--- src/rtl/pipe_stage_fifo.sv ---
// pipe_stage_fifo
// Elastic in-order buffer sitting between two CPU pipeline stages. It holds up
// to DEPTH stage records and uses a valid/ready handshake on both sides. A
// single-cycle flush discards everything for branch/jump redirects.
// in_ready, out_valid and out_data depend only on stored state. There is no
// combinational path from the upstream inputs to the downstream outputs.
module pipe_stage_fifo #(
   parameter  int WIDTH = 97,
   parameter  int DEPTH = 2,
   localparam int CW    = $clog2(DEPTH + 1)
) (
   input  logic             clk,
   input  logic             reset,
   input  logic             in_valid,
   output logic             in_ready,
   input  logic [WIDTH-1:0] in_data,
   output logic             out_valid,
   input  logic             out_ready,
   output logic [WIDTH-1:0] out_data,
   input  logic             flush,
   output logic [CW-1:0]    count
);

   // Pointer width. DEPTH >= 2, so this is at least one bit.
   localparam int PW = $clog2(DEPTH);

   logic [WIDTH-1:0] mem [DEPTH];
   logic [PW-1:0]    wr_ptr;
   logic [PW-1:0]    rd_ptr;
   logic [CW-1:0]    cnt_q;
   logic             push;
   logic             pop;

   // Advance a pointer with an explicit wrap at DEPTH-1. DEPTH need not be a
   // power of two, so modulo-2^n rollover would land on unused slots.
   function automatic logic [PW-1:0] ptr_inc(input logic [PW-1:0] p);
      logic [PW-1:0] r;
      if (p == PW'(DEPTH - 1)) r = '0;
      else                     r = p + 1'b1;
      return r;
   endfunction

   // Handshake status comes only from the occupancy register. A slot freed by
   // a pop therefore becomes writable one cycle later. A push into an empty
   // buffer shows up on the output one cycle later.
   assign in_ready  = (cnt_q != CW'(DEPTH));
   assign out_valid = (cnt_q != '0);
   assign count     = cnt_q;

   // Flush wins over both sides of the handshake in its cycle.
   assign push = in_valid  & in_ready  & ~flush;
   assign pop  = out_valid & out_ready & ~flush;

   // The head entry is presented only while valid. The bus reads zero when empty.
   assign out_data = out_valid ? mem[rd_ptr] : '0;

   // Storage write. Reset clears the records. Flush leaves them in place,
   // because the zeroed pointers and count already make them unreachable.
   always_ff @(posedge clk or negedge reset) begin
      if (!reset) begin
         for (int i = 0; i < DEPTH; i++) mem[i] <= '0;
      end else if (push) begin
         mem[wr_ptr] <= in_data;
      end
   end

   // Write pointer: moves on each accepted push and returns to slot 0 on flush.
   always_ff @(posedge clk or negedge reset) begin
      if (!reset)     wr_ptr <= '0;
      else if (flush) wr_ptr <= '0;
      else if (push)  wr_ptr <= ptr_inc(wr_ptr);
   end

   // Read pointer: moves on each consumed head and returns to slot 0 on flush.
   always_ff @(posedge clk or negedge reset) begin
      if (!reset)     rd_ptr <= '0;
      else if (flush) rd_ptr <= '0;
      else if (pop)   rd_ptr <= ptr_inc(rd_ptr);
   end

   // Occupancy: +1 on push only, -1 on pop only, unchanged when both or neither.
   always_ff @(posedge clk or negedge reset) begin
      if (!reset) begin
         cnt_q <= '0;
      end else if (flush) begin
         cnt_q <= '0;
      end else begin
         case ({push, pop})
            2'b10:   cnt_q <= cnt_q + 1'b1;
            2'b01:   cnt_q <= cnt_q - 1'b1;
            default: cnt_q <= cnt_q;
         endcase
      end
   end

endmodule

--- config.mk ---
export PLATFORM = sky130hd
export DESIGN_NAME = pipe_stage_fifo
export DESIGN_NICKNAME = d
export VERILOG_FILES = /design/src/rtl/pipe_stage_fifo.sv
export SDC_FILE = /design/constraint.sdc
export NUM_CORES = 1
export LEC_CHECK = 0
export BUFFER_PORTS_ARGS = -buffer_cell sky130_fd_sc_hd__buf_2
export CORE_ASPECT_RATIO = 0.9
export CORE_MARGIN = 2
export CORE_UTILIZATION = 40
export DETAILED_ROUTE_END_ITERATION = 10
export GPL_TIMING_DRIVEN = 0
export HOLD_SLACK_MARGIN = 0.15
export REMOVE_ABC_BUFFERS = 1
export SLEW_MARGIN = 5
export SYNTH_ARGS = -nofsm -noshare
export SYNTH_HDL_FRONTEND = slang
export SYNTH_SLANG_ARGS = --single-unit
--- constraint.sdc ---
create_clock -name clk -period 2.05 [get_ports clk]
set_input_delay 0.205 -clock clk [delete_from_list [all_inputs] [get_ports clk]]
set_output_delay 0.205 -clock clk [all_outputs]
set_load 0.05 [all_outputs]
## Word-level counts from Yosys, hierarchy flattened

Cells that the tools add are included.

| storage, ports and cells | value |
|---|---|
| bits in read-only memories | 0 |
| memories kept | 0 |
| register bits | 198 |
| logic and storage cells | 42 |
| input bits | 102 |
| memory bits (writable) | 0 |
| latch bits | 0 |

| cells by class | value |
|---|---|
| add/sub/neg operators | 4 |
| multipliers | 0 |
| reduce and logical (&&, ||, !) cells | 5 |
| $lt $le $gt $ge | 3 |
| mux-type cells | 15 |
| eq/ne operators | 3 |
| bitwise logic cells | 7 |
| shift operators | 0 |
| divide/modulo/power cells | 0 |

Operators with widths:

| operator | count |
|---|---|
| two-way mux 97 bit | 5 |
| bitwise mux 194 bit | 1 |
| demux 97 bit (select 1 bit) | 1 |
| two-way mux 1 bit | 6 |
| nonzero test 2 bit | 3 |
| AND 1 bit | 4 |
| >= comparator 2 bit (second input constant) | 2 |
| NOT 1 -> 2 bit | 2 |
| one-hot mux 2 bit (2 select lines) | 1 |
| nonzero test 3 bit | 1 |
| adder 1 bit (second input constant) | 2 |
| adder 2 x 1 -> 2 bit (second input constant) | 1 |
| equality test 2 x 1 -> 1 bit (second input constant) | 1 |
| equality test 2 bit (second input constant) | 1 |
| less-than comparator 2 x 1 -> 1 bit (second input constant) | 1 |
| two-way mux 2 bit | 1 |
| != test 2 bit (second input constant) | 1 |
| subtractor 2 x 1 -> 2 bit (second input constant) | 1 |
| logical AND 1 bit | 1 |
| NOT 1 bit | 1 |

## Longest topological paths before layout

| logic depth | value |
|---|---|
| depth after elaboration | 6 |
| mapped depth | 6 |
| gate-level depth less buffers | 4 |

## Worst setup path before layout

No wires, ideal clock.

| timing | value |
|---|---|
| path type | register to register |
| from | register cnt_q[1] (netlist: count[1]) |
| to | register mem[66] in the netlist's numbering |
| stages on the path, launching flop included | 7 |
| path buffers | 2 |
| setup time | 0.125 ns |
| data arrival time | 2.235 ns |
| setup slack | -0.309 ns |
| cell sequence | dfrtp_1 > nor2b_2 > inv_1 > nand4b_2 > buf_2 > buf_4 > mux2_2 |

| on the way | value |
|---|---|
| longest elaborated chain between the ends | 3 |

RTL lines:

| element | RTL line | source |
|---|---|---|
| start: declaration | 30 | `logic [CW-1:0] cnt_q;` |
| start signal: assignment | 89 | `2'b10: cnt_q <= cnt_q + 1'b1;` |
| start signal: assignment | 90 | `2'b01: cnt_q <= cnt_q - 1'b1;` |
| start signal: assignment | 91 | `default: cnt_q <= cnt_q;` |
| != test 2 bit | 46 | `assign in_ready = (cnt_q != CW'(DEPTH));` |
| via in_ready | 15 | `output logic in_ready,` |
| AND 1 bit (2 in a row) | 51 | `assign push = in_valid & in_ready & ~flush;` |
| end signal: indexed assignment | 63 | `mem[wr_ptr] <= in_data;` |
| end: declaration | 27 | `logic [WIDTH-1:0] mem [DEPTH];` |

The timed path passes the listed nets, and every way through them passes these cells.
A chain may end at the register's enable or synchronous reset.

## Worst setup path after layout

| timing | value |
|---|---|
| from | register cnt_q[0] (netlist: count[0]) |
| to | output port out_data[91] |

| on the way | value |
|---|---|
| longest elaborated chain between the ends | 2 |

RTL lines:

| element | RTL line | source |
|---|---|---|
| nonzero test 2 bit | 47 | `assign out_valid = (cnt_q != '0);` |
| two-way mux 97 bit | 55 | `assign out_data = out_valid ? mem[rd_ptr] : '0;` |
| end: declaration | 19 | `output logic [WIDTH-1:0] out_data,` |

No other way between the ends.

==> reports/results.txt <==
The run finished, with violations left. The final reports fail on setup timing. Yosys mapped the design onto 23 distinct sky130hd cell types. The power density over the cells works out to 986.2 nW/um^2. The tools report the maximum number of pins on one net before global-route repair as 103.

The tools report the via count of the first global-routing pass as 6941. The residual overflow from global routing is 0, and the hold path depth is 3. The global-route usage over all layers came out at 20.02%. Dividing the detail-routed wire length by the instance count gives 18.81 um. The clock-pin slew reported for the worst setup and hold paths after clock tree synthesis is 0.08 ns, and the area overhead of the layout relative to synthesis is 46.76%. For the estimated wirelength of the detail-placed design, the log shows 13270 um.

The smallest setup slack after layout is -0.02034 ns. Kind of critical path: reg2out. CTS placed an instance of sky130_fd_sc_hd__clkbuf_16 at the clock tree root. Routability-driven placement finished with a final weighted congestion of 0.7468. Max-cap violations in this run came to 0. Static timing analysis puts the maximum clock frequency at 0.4830 GHz. Sorting the synthesized cells by area gives the leading types as sky130_fd_sc_hd__dfrtp_1, sky130_fd_sc_hd__mux2_2, sky130_fd_sc_hd__mux2i_1.

Timing analysis after detailed placement gives a worst setup slack of -0.4236 ns. Worst reg-to-reg path cell count: 6. The count of endpoints failing setup in the final report was 6; the tightest slew margin relative to the limit was 50.65%.

The largest single stage delay on the critical path is 0.43 ns. The number of antenna diodes in the final layout is 0. The final number of max-transition violations is 0, and the cell count after synthesis is 649. The logs give 6366 for the overall via count from detail_route and 41.9% for the sequential cell fraction of total power.

Combinational cells account for 30.5% of the total power. The capture endpoint of the worst hold path is count[0]$_DFFE_PN0P_. After synthesis the netlist holds a flip-flop and latch count of 198. After the last flow step, the layout net total stands at 1076. The initial antenna violation count was 0; the minimum setup slack among reg-to-reg paths was 0.01 ns. The worst hold path belongs to the class in2reg. Data on the critical path is required at its endpoint by 1.85 ns. The share of synthesized area in the top cell type comes to 56.13%.

After layout, the minimum clock period comes to 2.070 ns. The later pin in the worst-skew pair is clocked with a latency of 0.43 ns. In this run the tool buffered the top-level ports with 202 buffer cells. The worst setup path is captured at a primary output. Number of design-rule violations left by the first detailed-router iteration: 271. The largest driver fanout on the critical path came out at 6. The startpoint identified for the worst register-to-register timing path is count[0]$_DFFE_PN0P_. In this run the vertical extent of the chip is 144.9 um. The logs give 8827 um^2 for the post-synthesis instance area and 4 for the number of H-tree branching levels. The mean post-synth cell area came out at 13.60 um^2. The number of clock buffers added by TritonCTS is 17. Clock skew: 0.01273 ns. On the critical path the largest part of the delay comes from buffers and inverters. Before antenna repair, the detailed router went through 5 iterations. The final critical path takes up 101.0% of the cycle. The first global-routing pass estimated 36750 um of wire. The startpoint of the tightest hold check path is in_valid.

The run gives 24040 um as the total length of routed wires. Once detail routing completed, the nets flagged for antenna violations numbered 0. The yosys synthesis warning count was 0. The logs give 23270 um^2 for the overall die area and 0 for the final number of hold-violating endpoints.

At the worst endpoint, the arrival time is 1.87 ns. In this run the count of I/O pins placed on the die edge is 203. The endpoint identified for the worst register-to-register timing path is mem[5]$_DFFE_PN0P_. The run gives 0.0005720 V as the maximum vdd ir drop. On the critical path, the stage with the largest delay is an instance of sky130_fd_sc_hd__dfrtp_2.

Cell taking the most area after synthesis: sky130_fd_sc_hd__dfrtp_1. In this run the power spent charging and discharging nets is 4.128 mW. The design draws 12.78 mW. The share of total power dissipated in the clock network is 27.6%. Floorplan core area: 21630 um^2.

The clock drives 198 sinks. Setup repair after global routing could not meet its margin everywhere. The worst setup path is launched from a flop. For this configuration, the core starts out at a cell density of 40.81%. Using the TritonRoute via totals, the vias-per-cell ratio works out to 4.981.

Of the cells placed in the final design, the portion with a size suffix greater than 1 is 48.13%. The floorplan die width came out at 160.6 um. At the pin with the least slew margin, the transition time is 0.7403 ns. The logs give -0.04363 ns for the post-route setup TNS and 8.649 mW for the internal portion of total power.

Summed over all cells, the static leakage comes to 5.751 nW. In this run switching power makes up 32.31% of total power. The buffers plus inverters on the worst setup path was 5; the row count was 51. TritonCTS built the clock tree. After detailed routing, the number of remaining DRC violations is 0. The layout has 1650 filler cells. The signal on the critical path passes through buf_6 -> nor2_4 -> buf_12 -> buf_12 -> clkbuf_16 -> nor2_1 -> buf_6. After synthesis, flip-flops and latches occupy 56.13% of the total area. The maximum buffer depth of the clock tree was 2.
## tightest hold or removal path, cell delays in order
cell	delay (ns)
sky130_fd_sc_hd__buf_2	0.18
sky130_fd_sc_hd__a21oi_1	0.16
sky130_fd_sc_hd__a21oi_1	0.09
## power groups by stage
stage	logic [mW]	registers [mW]	clock network (mW)
6_report	3.90	5.36	3.52
5_1_grt	4.14	5.47	3.78
4_1_cts	3.63	5.34	3.62
3_5_place_dp	3.16	5.44	0
3_3_place_gp	3.06	5.42	0
2_1_floorplan	2.40	5.33	0
## stage by stage
stage          hold slack, ns  util (%)  cells  area (um^2)
2_1_floorplan        -0.09059         -    608         8630
3_3_place_gp           0.4349     46.25   1101        10000
3_5_place_dp           0.2924     47.59   1117        10290
4_1_cts                0.2162     57.77   1270        12500
5_1_grt                0.2569     59.89   1278        12950
6_report               0.2443     59.89   1278        12950
## cell usage in the layout, fill, tap and decap left out, drive strengths merged
cell	instances
bufinv	3
nor2	100
nor2b	1
clkinvlp	3
mux2	194
or2	1
nand3b	1
o211ai	1
a21oi	4
a21o	1
nor4	1
dfrtp	198
bufbuf	3
mux2i	98
o21ai	2
nor3b	1
clkbuf	46
or3	1
xor2	1
inv	8
nand4b	2
dlygate4sd3	100
clkinv	3
buf	214
## how the worst max path moves through the flow
stage	startpoint	endpoint	slack, ns	cells after the start
after floorplan	count[0]$_DFFE_PN0P_	out_valid	-2.96	2
after global placement	count[0]$_DFFE_PN0P_	out_data[29]	-4.78	3
after detailed placement	count[1]$_DFFE_PN0P_	mem[168]$_DFFE_PN0P_	-0.42	8
after CTS	count[0]$_DFFE_PN0P_	out_data[78]	-0.02	7
after global routing	count[0]$_DFFE_PN0P_	out_data[91]	-0.07	7
final	count[0]$_DFFE_PN0P_	out_data[91]	-0.02	7
## timing repair
item                                    in CTS  in global routing
gates resized for setup                     73                110
hold buffers                               100                  0
hold endpoints to repair                   294                  0
pin swaps                                    5                 15
endpoints found under the setup margin     219                110
cloned                                      10                  6
setup buffers                               14                  3
## final cells by class
class / count / area [um^2] / share of cell area (%)
clock inverter: 14 / 188.9 / 1.458
timing repair buffer: 345 / 3177 / 24.52
clock buffer: 18 / 429.2 / 3.313
tap: 291 / 364.1 / 2.811
multi-input combinational: 409 / 3824 / 29.52
sequential: 198 / 4961 / 38.29
inverter: 3 / 11.26 / 0.08692
## state kept, by name, summed over array words and instances (netlist names)
| register | count |
|---|---|
| count | 2 |
| mem | 194 |
| rd_ptr | 1 |
| wr_ptr | 1 |
## metal layers
metal	global-route usage (%)	wire length (um)	vias to the layer above	share of wire, %
met5	0	0	-	0
met3	5.232	1283	22	5.3
met1	24.68	10450	3256	43
li1	-	-	2918	-
met4	5.315	222	0	0.92
met2	34.83	12080	170	50
## cell usage after synthesis, drive strengths merged
master / number
buf: 32
nand3b: 1
o211ai: 1
xor2: 1
o21ai: 2
a21oi: 4
or3: 1
nand4b: 1
nor4: 1
inv: 3
a21o: 1
dfrtp: 198
nor3b: 1
nor2: 99
or2: 1
nor2b: 1
mux2i: 98
mux2: 194
clkbuf: 9
## cell families after synthesis
family	synth area share, %
mux	35.86
compound gates	0.5104
simple gates	5.032
flops	56.13
xor+xnor	0.09924
buf+inv	2.367
Note: power is estimated with default switching activity, not from simulation.
